**config.mk**
```make
export PLATFORM = sky130hd
export DESIGN_NAME = robber_decoder
export DESIGN_NICKNAME = d
export VERILOG_FILES = /design/src/rtl/robber_decoder.sv
export SDC_FILE = /design/constraint.sdc
export NUM_CORES = 1
export LEC_CHECK = 0
export ABC_AREA = 1
export BUFFER_PORTS_ARGS = -buffer_cell sky130_fd_sc_hd__clkbuf_2
export CAP_MARGIN = 20
export CORE_MARGIN = 3
export CORE_UTILIZATION = 41
export CTS_BUF_LIST = sky130_fd_sc_hd__clkbuf_4 sky130_fd_sc_hd__clkbuf_8
export DETAILED_ROUTE_END_ITERATION = 12
export HOLD_SLACK_MARGIN = 0.05
export SLEW_MARGIN = 20
export SYNTH_ARGS = -nofsm -noshare
export SYNTH_HDL_FRONTEND = slang
export SYNTH_SLANG_ARGS = --single-unit
```
**constraint.sdc**
```tcl
create_clock -name clk -period 4.5 [get_ports clk]
set_clock_uncertainty 0.05 [all_clocks]
set_input_delay 0.45 -clock clk [delete_from_list [all_inputs] [get_ports clk]]
set_output_delay 0.45 -clock clk [all_outputs]
set_load 0.005 [all_outputs]
```
**src/rtl/robber_decoder.sv**
```systemverilog
// Streaming Robber Language decoder: collapses consonant-o-consonant triplets
// into one character, passes vowels through, and counts malformed triplets.
module robber_decoder #(
  parameter int unsigned CNT_WIDTH = 16,
  parameter logic [7:0]  O_CHAR    = 8'h6F
) (
  input  logic                 clk,
  input  logic                 reset,
  input  logic                 init,
  input  logic [7:0]           data_in,
  input  logic                 data_in_valid,
  output logic                 data_in_ready,
  output logic [7:0]           data_out,
  output logic                 data_out_valid,
  input  logic                 data_out_ready,
  output logic                 error,
  output logic [CNT_WIDTH-1:0] error_count,
  output logic [CNT_WIDTH-1:0] char_count,
  output logic                 in_triplet
);

  typedef enum logic [1:0] {
    IDLE    = 2'd0,
    WAIT_C  = 2'd1,
    WAIT_O  = 2'd2,
    WAIT_C2 = 2'd3
  } state_t;

  state_t               r_state;
  state_t               w_state_nxt;
  logic [7:0]           r_hold;
  logic [7:0]           w_hold_nxt;
  logic [7:0]           r_dout;
  logic                 r_dout_valid;
  logic                 r_error;
  logic [CNT_WIDTH-1:0] r_err_cnt;
  logic [CNT_WIDTH-1:0] r_char_cnt;

  logic w_in_xfer;
  logic w_out_xfer;
  logic w_fresh;
  logic w_emit;
  logic w_malformed;
  logic w_is_vowel;

  function automatic logic is_vowel(input logic [7:0] c);
    case (c)
      8'h61, 8'h41, 8'h65, 8'h45, 8'h69, 8'h49,
      8'h6F, 8'h4F, 8'h75, 8'h55, 8'h79, 8'h59: return 1'b1;
      default:                                   return 1'b0;
    endcase
  endfunction

  assign data_in_ready = (r_state != IDLE) && !init &&
                         (!r_dout_valid || data_out_ready);
  assign w_in_xfer     = data_in_valid && data_in_ready;
  assign w_out_xfer    = r_dout_valid && data_out_ready;
  assign w_is_vowel    = is_vowel(data_in);

  // A broken triplet is reported, then the offending byte is decoded as if it
  // had arrived in WAIT_C; w_fresh funnels all three cases into one path.
  always_comb begin
    w_state_nxt = r_state;
    w_hold_nxt  = r_hold;
    w_fresh     = 1'b0;
    w_emit      = 1'b0;
    w_malformed = 1'b0;
    case (r_state)
      IDLE: ;
      WAIT_C: w_fresh = w_in_xfer;
      WAIT_O: begin
        if (w_in_xfer) begin
          if (data_in == O_CHAR) begin
            w_state_nxt = WAIT_C2;
          end else begin
            w_malformed = 1'b1;
            w_fresh     = 1'b1;
          end
        end
      end
      WAIT_C2: begin
        if (w_in_xfer) begin
          if (data_in == r_hold) begin
            w_state_nxt = WAIT_C;
          end else begin
            w_malformed = 1'b1;
            w_fresh     = 1'b1;
          end
        end
      end
      default: w_state_nxt = IDLE;
    endcase
    if (w_fresh) begin
      w_emit = 1'b1;
      if (w_is_vowel) begin
        w_state_nxt = WAIT_C;
      end else begin
        w_state_nxt = WAIT_O;
        w_hold_nxt  = data_in;
      end
    end
    if (init) begin
      w_state_nxt = WAIT_C;
      w_hold_nxt  = '0;
      w_emit      = 1'b0;
      w_malformed = 1'b0;
    end
  end

  always_ff @(posedge clk) begin
    if (reset) begin
      r_state <= IDLE;
      r_hold  <= '0;
    end else begin
      r_state <= w_state_nxt;
      r_hold  <= w_hold_nxt;
    end
  end

  always_ff @(posedge clk) begin
    if (reset) begin
      r_dout       <= '0;
      r_dout_valid <= 1'b0;
      r_error      <= 1'b0;
      r_err_cnt    <= '0;
      r_char_cnt   <= '0;
    end else if (init) begin
      r_dout_valid <= 1'b0;
      r_error      <= 1'b0;
      r_err_cnt    <= '0;
      r_char_cnt   <= '0;
    end else begin
      r_error <= w_malformed;
      if (w_malformed && (r_err_cnt != '1)) begin
        r_err_cnt <= r_err_cnt + CNT_WIDTH'(1);
      end
      if (w_emit) begin
        r_dout       <= data_in;
        r_dout_valid <= 1'b1;
        if (r_char_cnt != '1) begin
          r_char_cnt <= r_char_cnt + CNT_WIDTH'(1);
        end
      end else if (w_out_xfer) begin
        r_dout_valid <= 1'b0;
      end
    end
  end

  assign data_out       = r_dout;
  assign data_out_valid = r_dout_valid;
  assign error          = r_error;
  assign error_count    = r_err_cnt;
  assign char_count     = r_char_cnt;
  assign in_triplet     = (r_state == WAIT_O) || (r_state == WAIT_C2);

endmodule

```
==> flow_metrics.py <==
metrics = {
    "run_status": {
        "outcome": "complete, no violations",
    },
    "layout": {
        "diodes": 0,
        "area_growth_pct": 13.8,
        "final_common_cell": "nand2_1",
        "fill_cells": 695,
        "nets": 487,
        "layout-drive-gt1-share": 0.161,
        "mostFrequentLayoutCells": "nand2_1, nor2_1, clkbuf_2",
        "stdcell_area_um2": 3230,
    },
    "synthesis": {
        "syn_area_um2": 2840,
        "ys_types": 30,
        "synth_largest_area_cell": "dfxtp_1",
        "syn_nets": 438,
        "synth_edf_count": 0,
        "ys_warn_count": 0,
        "syn_avg_cell_area_um2": 6.71,
        "synth_area_leaders": "dfxtp_1, nand2_1, nor2_1, a21oi_1, inv_1",
        "ys_seq_area_frac": 0.367,
        "synthCells": 423,
        "yosys.area.top_type_share": 0.367,
        "async_reset_ff_frac": 0,
        "synth-seq-cells": 52,
        "synth_ff_type": "dfxtp_1",
    },
    "sta": {
        "hold_violations": 0,
        "setup_violations": 0,
        "final.setup.tns_ns": 0,
        "max_freq_mhz": 375,
        "fin_crit_ns": 2.66,
        "rsz0062_at_grt": "no",
        "fin_crit_sh": 0.592,
        "slew_headroom": 0.344,
        "slew_violations": 0,
        "worstMarginPinSlew_ns": 0.980,
    },
    "place": {
        "hpwl_um": 4870,
        "port_buffers": 56,
        "gp_congestion": 0.839,
        "place_area_um2": 3130,
    },
    "detailed_routing": {
        "via_per_inst": 5.04,
        "vias": 2772,
        "antenna_left": 0,
        "drc": 0,
        "first_pass_iters": 4,
        "routedWlPerCell_um": 12.1,
        "drt_iter0_drc": 139,
        "finalWirelength_um": 6650,
    },
    "global_route": {
        "use_met3": 0.0369,
        "gr-total-overflow": 0,
        "grtUsageMet2": 0.297,
        "antenna_found_initial": 0,
        "grt_max_degree": 28,
        "grt_usage": 0.180,
        "use_met1": 0.237,
        "top_usage_layer": "met2",
        "grt_pass1_vias": 2576,
        "grt_pass1_wl_um": 11600,
    },
    "setup_path": {
        "cp_max_fo": 27,
        "cpMaxStageDelayCell": "clkinv_1",
        "worstPathArrival_ns": 2.83,
        "crit_path_cell_trace": "clkbuf_2 -> nor2_1 -> clkinv_1 -> a21oi_1",
        "cp-start-kind": "primary input",
        "reg2reg_to": "char_count[10]$_SDFFE_PP0P_",
        "crit_start": "reset",
        "r2r_setup_slack_ns": 2.17,
        "reg2reg_depth": 8,
        "crit_path_max_incr_delay_ns": 1.01,
        "critPathCaptureType": "flip-flop",
        "cp.required_ns": 4.66,
        "path_class": "in -> reg",
        "crit_path_end": "r_hold[7]$_SDFFE_PP0P_",
        "r2r_start": "r_state[1]$_SDFFE_PP0P_",
    },
    "floorplanning": {
        "die_w_um": 89.2,
        "die_h_um": 89.2,
        "die-area_um2": 7960,
        "start_util": 0.434,
        "boundaryPins": 57,
        "row_count": 29,
        "coreArea_um2": 6530,
    },
    "pwr": {
        "swShare": 0.247,
        "leakagePower_uw": 0.00135,
        "power_density_nw_per_um2": 255,
        "pwr-share-clk": 0.349,
        "power_frac_comb": 0.078,
        "peakVddDrop_v": 0.0000953,
        "power_switching_uw": 203,
        "seqPwrFrac": 0.573,
        "power.internal_uw": 620,
    },
    "cts": {
        "cts_tree": "built",
        "holdBufCountCts": 0,
        "cts_buffers": 5,
        "clockBufferDepth": 2,
        "postCtsSetupBuffers": 0,
        "cts.clk_slew.worst_paths_ns": 0.09,
        "cts_resized": 0,
        "cts.sinks": 52,
        "cts_root_buf": "clkbuf_8",
        "clkLatencyLatePin_ns": 0.30,
        "htreeDepth": 2,
    },
    "job": {
        "maxCapViolCount": 0,
    },
    "hold_path": {
        "hp-class": "in -> reg",
    },
}
## cell families after synthesis
kind of cell | Yosys count | share of synthesized area
simple gates | 227 | 0.347
flops | 52 | 0.367
xor+xnor | 27 | 0.0833
buf+inv | 60 | 0.0895
fa+ha+maj | 2 | 0.00882
compound gates | 55 | 0.104
## routing by layer
| layer | vias up | share of wire | routed length [um] |
|---|---|---|---|
| met1 | 1261 | 0.50 | 3310 |
| met4 | 0 | 0.012 | 77 |
| li1 | 1448 | - | - |
| met2 | 54 | 0.45 | 2970 |
| met3 | 9 | 0.043 | 287 |
| met5 | - | 0 | 0 |
## worst max-delay path: cells and delay by family
kind	cells	cell delay (ns)
compound gates	1	0.37
simple gates	1	0.79
buf+inv	2	1.21
## worst min-delay path by stage
| stage | depth (start not counted) | from | to |
|---|---|---|---|
| floorplan | 2 | r_hold[0]$_SDFFE_PP0P_ | r_hold[0]$_SDFFE_PP0P_ |
| global placement | 2 | r_hold[6]$_SDFFE_PP0P_ | r_hold[6]$_SDFFE_PP0P_ |
| detailed placement | 2 | r_hold[6]$_SDFFE_PP0P_ | r_hold[6]$_SDFFE_PP0P_ |
| CTS | 3 | init | r_state[0]$_SDFFE_PP0P_ |
| global route | 3 | init | r_state[0]$_SDFFE_PP0P_ |
| finish | 3 | init | r_state[0]$_SDFFE_PP0P_ |
## sequential cells by signal, summed over array words and instances (netlist names)
name and flops:
char_count 16, r_hold 8, data_out_valid 1, r_state 2
error_count 16, data_out 8, error 1
## cell type report
class	instances	area, um2	area share
clock buffer	7	90.1	0.0279
sequential	52	1040	0.322
tap	77	96.3	0.0298
clock inverter	1	7.51	0.00232
inverter	46	173	0.0534
multi-input combinational	311	1540	0.478
timing repair buffer	56	280	0.0868
## synthesized netlist by cell type (all sizes together) (5+ instances only)
cell type,instances
nand2,120
nor2,59
dfxtp,52
inv,45
a21oi,32
nand3,20
xor2,17
o21ai,16
nand4,10
xnor2,10
buf,7
clkbuf,7
nor4,6
a211oi,5
nor3,5
## stage by stage
stage	total power [uW]	setup WS (ns)	util	hold WS, ns	cells
5_1_grt	864	1.50	0.495	0.401	550
6_report	823	1.84	0.495	0.368	550
4_1_cts	834	1.77	0.495	0.357	550
2_1_floorplan	525	2.78	-	0.391	423
3_5_place_dp	547	1.45	0.480	0.415	542
3_3_place_gp	546	1.59	0.480	0.403	542
## power by group through the flow
stage	registers (uW)	logic, uW	clock network, uW
after global placement	482	63.9	0
final	471	64.3	287
after global routing	473	74.0	317
after floorplan	482	43.3	0
after detailed placement	482	64.7	0
after CTS	471	65.0	297
No activity file was read; power rests on OpenSTA's default activity.
